**src/rtl/debounce_pkg.sv**
```systemverilog
`default_nettype none
// ============================================================================
//  Module      : debounce_pkg
//  Description : Shared types and default constants for the input debouncer.
//                db_state_t encodes the four-state qualification FSM:
//                ST_LO / ST_HI are the stable levels, WT_HI / WT_LO are the
//                "candidate change being qualified" states.
//  Revision    : 1.0 - initial release
// ============================================================================
package debounce_pkg;

    typedef enum logic [1:0] {
        ST_LO = 2'd0,
        WT_HI = 2'd1,
        ST_HI = 2'd2,
        WT_LO = 2'd3
    } db_state_t;

    localparam int DB_SYNC_STAGES_DEF = 2;
    localparam int DB_CYCLES_DEF      = 20;

endpackage : debounce_pkg
`default_nettype wire

```
**src/rtl/bit_synchronizer.sv**
```systemverilog
`default_nettype none
// ============================================================================
//  Module      : bit_synchronizer
//  Description : Multi-flop synchronizer for a single asynchronous bit.
//                Output is the input delayed by STAGES clock edges.
//  Ports       : clk   - sampling clock, posedge
//                reset - asynchronous active-low reset, clears the chain to 0
//                d     - asynchronous input bit
//                q     - synchronized output bit
//  Revision    : 1.0 - initial release
// ============================================================================
module bit_synchronizer #(
    parameter int STAGES = 2
) (
    input  logic clk,
    input  logic reset,
    input  logic d,
    output logic q
);

    logic [STAGES-1:0] chain;

    always_ff @(posedge clk or negedge reset) begin
        if (!reset) begin
            chain <= '0;
        end else begin
            chain <= {chain[STAGES-2:0], d};
        end
    end

    assign q = chain[STAGES-1];

endmodule : bit_synchronizer
`default_nettype wire

```
**src/rtl/input_debouncer.sv**
```systemverilog
`default_nettype none
// ============================================================================
//  Module      : input_debouncer
//  Description : Turns a raw, bouncing asynchronous level into a clean
//                synchronous level. The raw input passes through a
//                bit_synchronizer, then a four-state FSM accepts a level
//                change only after the synchronized value has held for
//                DB_CYCLES consecutive cycles beyond the first sighting.
//  Ports       : clk      - single clock, all flops on posedge
//                reset    - asynchronous active-low reset
//                in_raw   - raw asynchronous input level
//                db_level - registered debounced level
//                busy     - high while a candidate change is being qualified
//  Revision    : 1.0 - initial release
// ============================================================================
module input_debouncer
    import debounce_pkg::*;
#(
    parameter int SYNC_STAGES = DB_SYNC_STAGES_DEF,
    parameter int DB_CYCLES   = DB_CYCLES_DEF
) (
    input  logic clk,
    input  logic reset,
    input  logic in_raw,
    output logic db_level,
    output logic busy
);

    localparam int             CNT_W   = $clog2(DB_CYCLES);
    localparam logic [CNT_W-1:0] CNT_MAX = CNT_W'(DB_CYCLES - 1);

    generate
        if ((DB_CYCLES < 2) || (SYNC_STAGES < 2)) begin : g_param_check
            $error("input_debouncer: DB_CYCLES and SYNC_STAGES must both be >= 2");
        end
    endgenerate

    logic             s_sync;
    db_state_t        state;
    db_state_t        state_next;
    logic [CNT_W-1:0] cnt;
    logic [CNT_W-1:0] cnt_next;
    logic             db_level_next;

    // The only consumer of in_raw; everything downstream sees s_sync.
    bit_synchronizer #(
        .STAGES (SYNC_STAGES)
    ) u_sync (
        .clk   (clk),
        .reset (reset),
        .d     (in_raw),
        .q     (s_sync)
    );

    always_ff @(posedge clk or negedge reset) begin
        if (!reset) begin
            state    <= ST_LO;
            cnt      <= '0;
            db_level <= 1'b0;
        end else begin
            state    <= state_next;
            cnt      <= cnt_next;
            db_level <= db_level_next;
        end
    end

    // A reversal while waiting drops straight back to the stable state with
    // the counter cleared, so qualification never accumulates across bounces.
    always_comb begin
        state_next    = state;
        cnt_next      = cnt;
        db_level_next = db_level;
        case (state)
            ST_LO: begin
                if (s_sync) begin
                    state_next = WT_HI;
                    cnt_next   = '0;
                end
            end
            WT_HI: begin
                if (!s_sync) begin
                    state_next = ST_LO;
                    cnt_next   = '0;
                end else if (cnt == CNT_MAX) begin
                    state_next    = ST_HI;
                    cnt_next      = '0;
                    db_level_next = 1'b1;
                end else begin
                    cnt_next = cnt + 1'b1;
                end
            end
            ST_HI: begin
                if (!s_sync) begin
                    state_next = WT_LO;
                    cnt_next   = '0;
                end
            end
            WT_LO: begin
                if (s_sync) begin
                    state_next = ST_HI;
                    cnt_next   = '0;
                end else if (cnt == CNT_MAX) begin
                    state_next    = ST_LO;
                    cnt_next      = '0;
                    db_level_next = 1'b0;
                end else begin
                    cnt_next = cnt + 1'b1;
                end
            end
            default: begin
                state_next    = ST_LO;
                cnt_next      = '0;
                db_level_next = 1'b0;
            end
        endcase
    end

    // Decoded straight from the state register, so no combinational hazards.
    assign busy = (state == WT_HI) || (state == WT_LO);

endmodule : input_debouncer
`default_nettype wire

```
**config.mk**
```make
export PLATFORM = sky130hd
export DESIGN_NAME = input_debouncer
export DESIGN_NICKNAME = d
export VERILOG_FILES = /design/src/rtl/debounce_pkg.sv /design/src/rtl/bit_synchronizer.sv /design/src/rtl/input_debouncer.sv
export SDC_FILE = /design/constraint.sdc
export NUM_CORES = 1
export LEC_CHECK = 0
export BUFFER_PORTS_ARGS = -buffer_cell sky130_fd_sc_hd__clkbuf_2
export CORE_AREA = 2 2 39 41
export DETAILED_ROUTE_END_ITERATION = 12
export DIE_AREA = 0 0 41 43
export GPL_TIMING_DRIVEN = 1
export HOLD_SLACK_MARGIN = 0.1
export PLACE_DENSITY = 0.55
export SETUP_SLACK_MARGIN = 0.1
export SLEW_MARGIN = 20
export SYNTH_ARGS = -nofsm -noshare
export SYNTH_HDL_FRONTEND = slang
export SYNTH_SLANG_ARGS = --single-unit
```
**constraint.sdc**
```tcl
create_clock -name clk -period 1.5 [get_ports clk]
set_clock_uncertainty 0.05 [all_clocks]
set_input_delay 0.15 -clock clk [delete_from_list [all_inputs] [get_ports clk]]
set_output_delay 0.15 -clock clk [all_outputs]
set_load 0.005 [all_outputs]
```
After elaboration in Yosys (flattened, before gate mapping)

Cells that the tools add are included.

Flip-flop bits (word level): 10
Input port bits: 3
Logic and storage cells: 41

Muxes and demuxes: 18
Add/sub/neg operators: 1
Reductions and logical operators: 6
Equality and inequality tests: 12

Operator list:

| cell                                                | count |
|---|---|
| 2-to-1 mux 5 bit                                    | 5 |
| case mux 5 bit (4 select lines)                     | 1 |
| 2-to-1 mux 2 bit                                    | 6 |
| != test 2 bit, second input constant                | 4 |
| case mux 2 bit (4 select lines)                     | 1 |
| adder 5 x 1 -> 5 bit, second input constant         | 1 |
| equality test 5 bit, second input constant          | 1 |
| AND reduction 5 bit                                 | 1 |
| equality test 2 bit, second input constant          | 2 |
| 2-to-1 mux 1 bit                                    | 4 |
| != test 2 x 1 -> 1 bit, second input constant       | 2 |
| AND reduction 4 bit                                 | 1 |
| != test 3 x 2 -> 1 bit, second input constant       | 1 |
| != test 3 bit, second input constant                | 1 |
| equality test 2 x 1 -> 1 bit, second input constant | 1 |
| zero test 2 bit                                     | 1 |
| case mux 1 bit (2 select lines)                     | 1 |
| AND reduction 2 bit                                 | 1 |
| nonzero test 2 bit                                  | 1 |
| logical OR 1 bit                                    | 1 |

Logic depth before layout (Yosys ltp)

Word-level depth: 4
Gate-level depth with buffers: 5
Gate-level depth less buffers: 5

By module

From an unflattened synthesis, not the netlist that was laid out.

Cell total of the unflattened synthesis: 46
Area, all modules: 476.7 um^2

Modules (own cells, without submodules):

| module           | sequential area each (um^2) | instances | area each (um^2) | cells an instance |
|---|---|---|---|---|
| input_debouncer  | 200.2                       | 1         | 426.7            | 44 |
| bit_synchronizer | 50.0                        | 1         | 50.0             | 2 |

Worst setup path after synthesis

No wires, ideal clock.

Kind: register to register
Start point: register cnt[0]
End point: register (tool-made name)
Stages on the path, launching flop included: 5
Buffers on the path: 0
Arrival time: 1260 ps
Data required time: 1323 ps
Path slack: 62 ps
Library setup time: 127 ps
Period minus slack after synthesis: 1438 ps
Cell sequence: dfrtp_1 -> ha_1 -> and4bb_1 -> nand2_1 -> mux2_1

RTL lines:

| what                     | RTL line              | text |
|---|---|---|
| start: declaration       | input_debouncer.sv:41 | `logic [CNT_W-1:0] cnt;` |
| start signal: assignment | input_debouncer.sv:62 | `cnt <= cnt_next;` |

==> run_results.csv <==
group,metric,value,unit
run_status,status,"completed",
yosys,syn_area,465.4,um2
worst_setup_path,crit_cells,4,
yosys,ys_top_cells_by_area,"dfrtp_1 54%, xor2_2 3.5%, a21oi_1 3.2%",
grt,grt_use_met1,0.1689,
worst_setup_path,rr_worst_depth,4,
worst_setup_path,arrival,1500,ps
drt,drt_iter0_drc,5,
timing,slew_headroom,0.7787,
timing,rsz0062_at_grt,"true",
pwr,ir_drop,0.0003584,V
grt,grt_start_max_net_pins,11,
worst_setup_path,required,1610,ps
grt,grtUsageTotal,0.1448,
timing,max_freq,720.0,MHz
floorplanning,io_pins,5,
worst_setup_path,cpLargestDelayFamily,"flip-flops",
drt,detail-route-antenna-nets,0,
layout,diodes,0,
worst_setup_path,worst-path-buf-inv,0,
yosys,synth.net_count,47,
floorplanning,die_area,1763,um2
yosys,synth.avg_cell_area,10.82,um2
yosys,yosys.area.top_type,"dfrtp_1",
clock_tree,cts_buffers,3,
timing,setup_viol,0,
floorplanning,start_util,0.3363,
place,io_buffers,4,
grt,grt-ovfl-total,0,
grt,grt_pass1_vias,373,
worst_setup_path,critical_path.slowest_cell,"dfrtp_1",
yosys,synthDistinctLibCells,25,
drt,routed_wl,930,um
timing,worst_pin_slew,330.7,ps
worst_setup_path,timing.critical_path.cells,"ha_2 > and4bb_2 > nand2_2 > mux2_4",
layout,final_util,0.4566,
place,routabilityCongestion,0.6709,
floorplanning,std_cell_rows,14,
drt,drc,0,
yosys,synth_seq_area_share,0.5376,
clock_tree,cts_tree,"done",
timing,drv_slew,0,
grt,top_usage_layer,"met2",
timing,fin_crit_sh,0.9260,
yosys,yosysWarnings,0,
yosys,synth_cells,43,
floorplanning,die_w,41,um
layout,areaGrowthSynthToFinish,35.75,%
clock_tree,path_clk_slew,70,ps
worst_setup_path,cp-end-kind,"flip-flop",
clock_tree,cts-root-buf,"clkbuf_4",
clock_tree,cts.sinks,10,
yosys,synthDominantCellAreaShare,0.5376,
yosys,ys_seq_elements,10,
grt,grt_pass1_wl,1593,um
clock_tree,clkLatencyLatePin,270,ps
clock_tree,cts_buffer_depth,2,
layout,final_layout_size_suffix_gt1_frac,0.3833,
layout,num-nets-final,65,
worst_setup_path,critPathLaunchType,"flip-flop",
worst_setup_path,slowest_delay,390,ps
worst_setup_path,worstPathMaxFanout,3,
clock_tree,htree_levels,1,
grt,grt_use_met3,0.07853,
floorplanning,die_h,43,um
drt,wl_per_cell,12.24,um
pwr,p_leak,0.0003014,uW
place,dpl.hpwl,613.5,um
timing,fin_crit,1389,ps
drt,viasPerCell,4.934,
pwr,p_per_area,918.5,nW/um2
drt,route.vias.total,375,
timing,hold_viol_final,0,
floorplanning,coreArea,1384,um2
grt,met2_usage,0.1938,
worst_setup_path,critPathKind,"flip-flop to flip-flop",
timing,tns,0,ps
worst_hold_path,worstHoldPathType,"input port to asynchronous set/reset pin",
drt,first_pass_iters,2,
run,maxCapViolations,0,
grt,antenna_found_initial,0,
-- synth_stat cells --
master	instances
xor2_2	1
and4bb_1	1
o21ai_1	1
o31ai_1	1
nor2_1	1
nand3b_1	1
or3_1	1
nand3_1	1
nand2_1	3
o21ai_0	3
ha_1	1
and2_1	2
nor4b_1	1
a22o_1	1
inv_1	3
o21a_1	1
a31oi_1	1
clkbuf_1	1
nand2_2	1
o21bai_1	1
dfrtp_1	10
a21o_1	1
mux2_1	1
nand2b_1	1
a21oi_1	3
-- metal layers --
metal  part of all wire  up-vias
met1               0.44      183
met2               0.50        8
li1                   -      182
met3              0.046        2
met5                  0        -
met4              0.017        0
-- worst reg2reg max path: stages, from the launching register on --
cell	delay, ps
dfrtp_1	390
ha_2	190
and4bb_2	260
nand2_2	90
mux2_4	300
-- power breakdown --
group	leakage, uW	switching [uW]	internal [uW]
Clock	0.0000210	101	148
Combinational	0.000149	21.8	24.3
Sequential	0.000131	7.74	278
Total	0.000301	130	450
-- cells by family after synthesis --
family,Yosys count,share of synthesized area
xor+xnor,1,0.03496
flops,10,0.5376
fa+ha+maj,1,0.02688
simple gates,13,0.1720
mux,1,0.02419
buf+inv,4,0.03225
compound gates,13,0.1720
-- metrics by stage --
stage | cells | hold WS [ps] | power, uW | setup slack, ps | area (um2)
2_1_floorplan | 43 | -195.6 | 308.4 | 102.0 | 467.9
3_3_place_gp | 66 | -15.11 | 323.8 | 101.4 | 534.3
3_5_place_dp | 66 | -16.81 | 323.9 | 64.04 | 534.3
4_1_cts | 74 | 233.3 | 577.6 | 115.9 | 611.8
5_1_grt | 76 | 265.2 | 607.3 | 48.65 | 631.9
6_report | 76 | 224.0 | 580.4 | 111.1 | 631.9
-- cells in the final DEF (no fill, tap or decap), types with 2 or more instances in the layout --
master,count
and2_1,2
dfrtp_1,10
clkbuf_2,4
a21oi_1,3
o21ai_0,3
inv_1,3
clkbuf_4,3
dlygate4sd3_1,2
buf_4,8
nand2_1,2
nand2_2,2
-- final timing paths --
check / slack, ps / end / startpoint
max: 110 / flip-flop / cnt[1]
max reg2reg: 110 / flip-flop / cnt[1]
min in group clk: 320 / u_sync.chain[1] / u_sync.chain[0]
min: 220 / cnt[4] / reset
min reg2reg: 320 / u_sync.chain[1] / u_sync.chain[0]
max in group asynchronous: 970 / asynchronous set/reset pin / reset
-- state kept, by name, summed over array words and instances (netlist names), named ones only --
register,cells
cnt,5
db_level,1
u_sync.chain,2
state,1
-- repair_timing --
action | in CTS | in global routing
hold buffers | 2 | 0
buffers inserted | 2 | 2
pin swaps | 0 | 3
endpoints found under the setup margin | 1 | 5
resized for setup | 2 | 2
endpoints found under the hold margin | 11 | 0
-- final cells by class --
type | instances | area (um2)
clock buffer | 4 | 36.28
fill | 130 | 752.0
inverter | 3 | 11.26
multi-input combinational | 29 | 214.0
sequential | 10 | 250.2
tap | 16 | 20.02
timing repair buffer | 14 | 100.1
(Power assumes the default switching activity.)
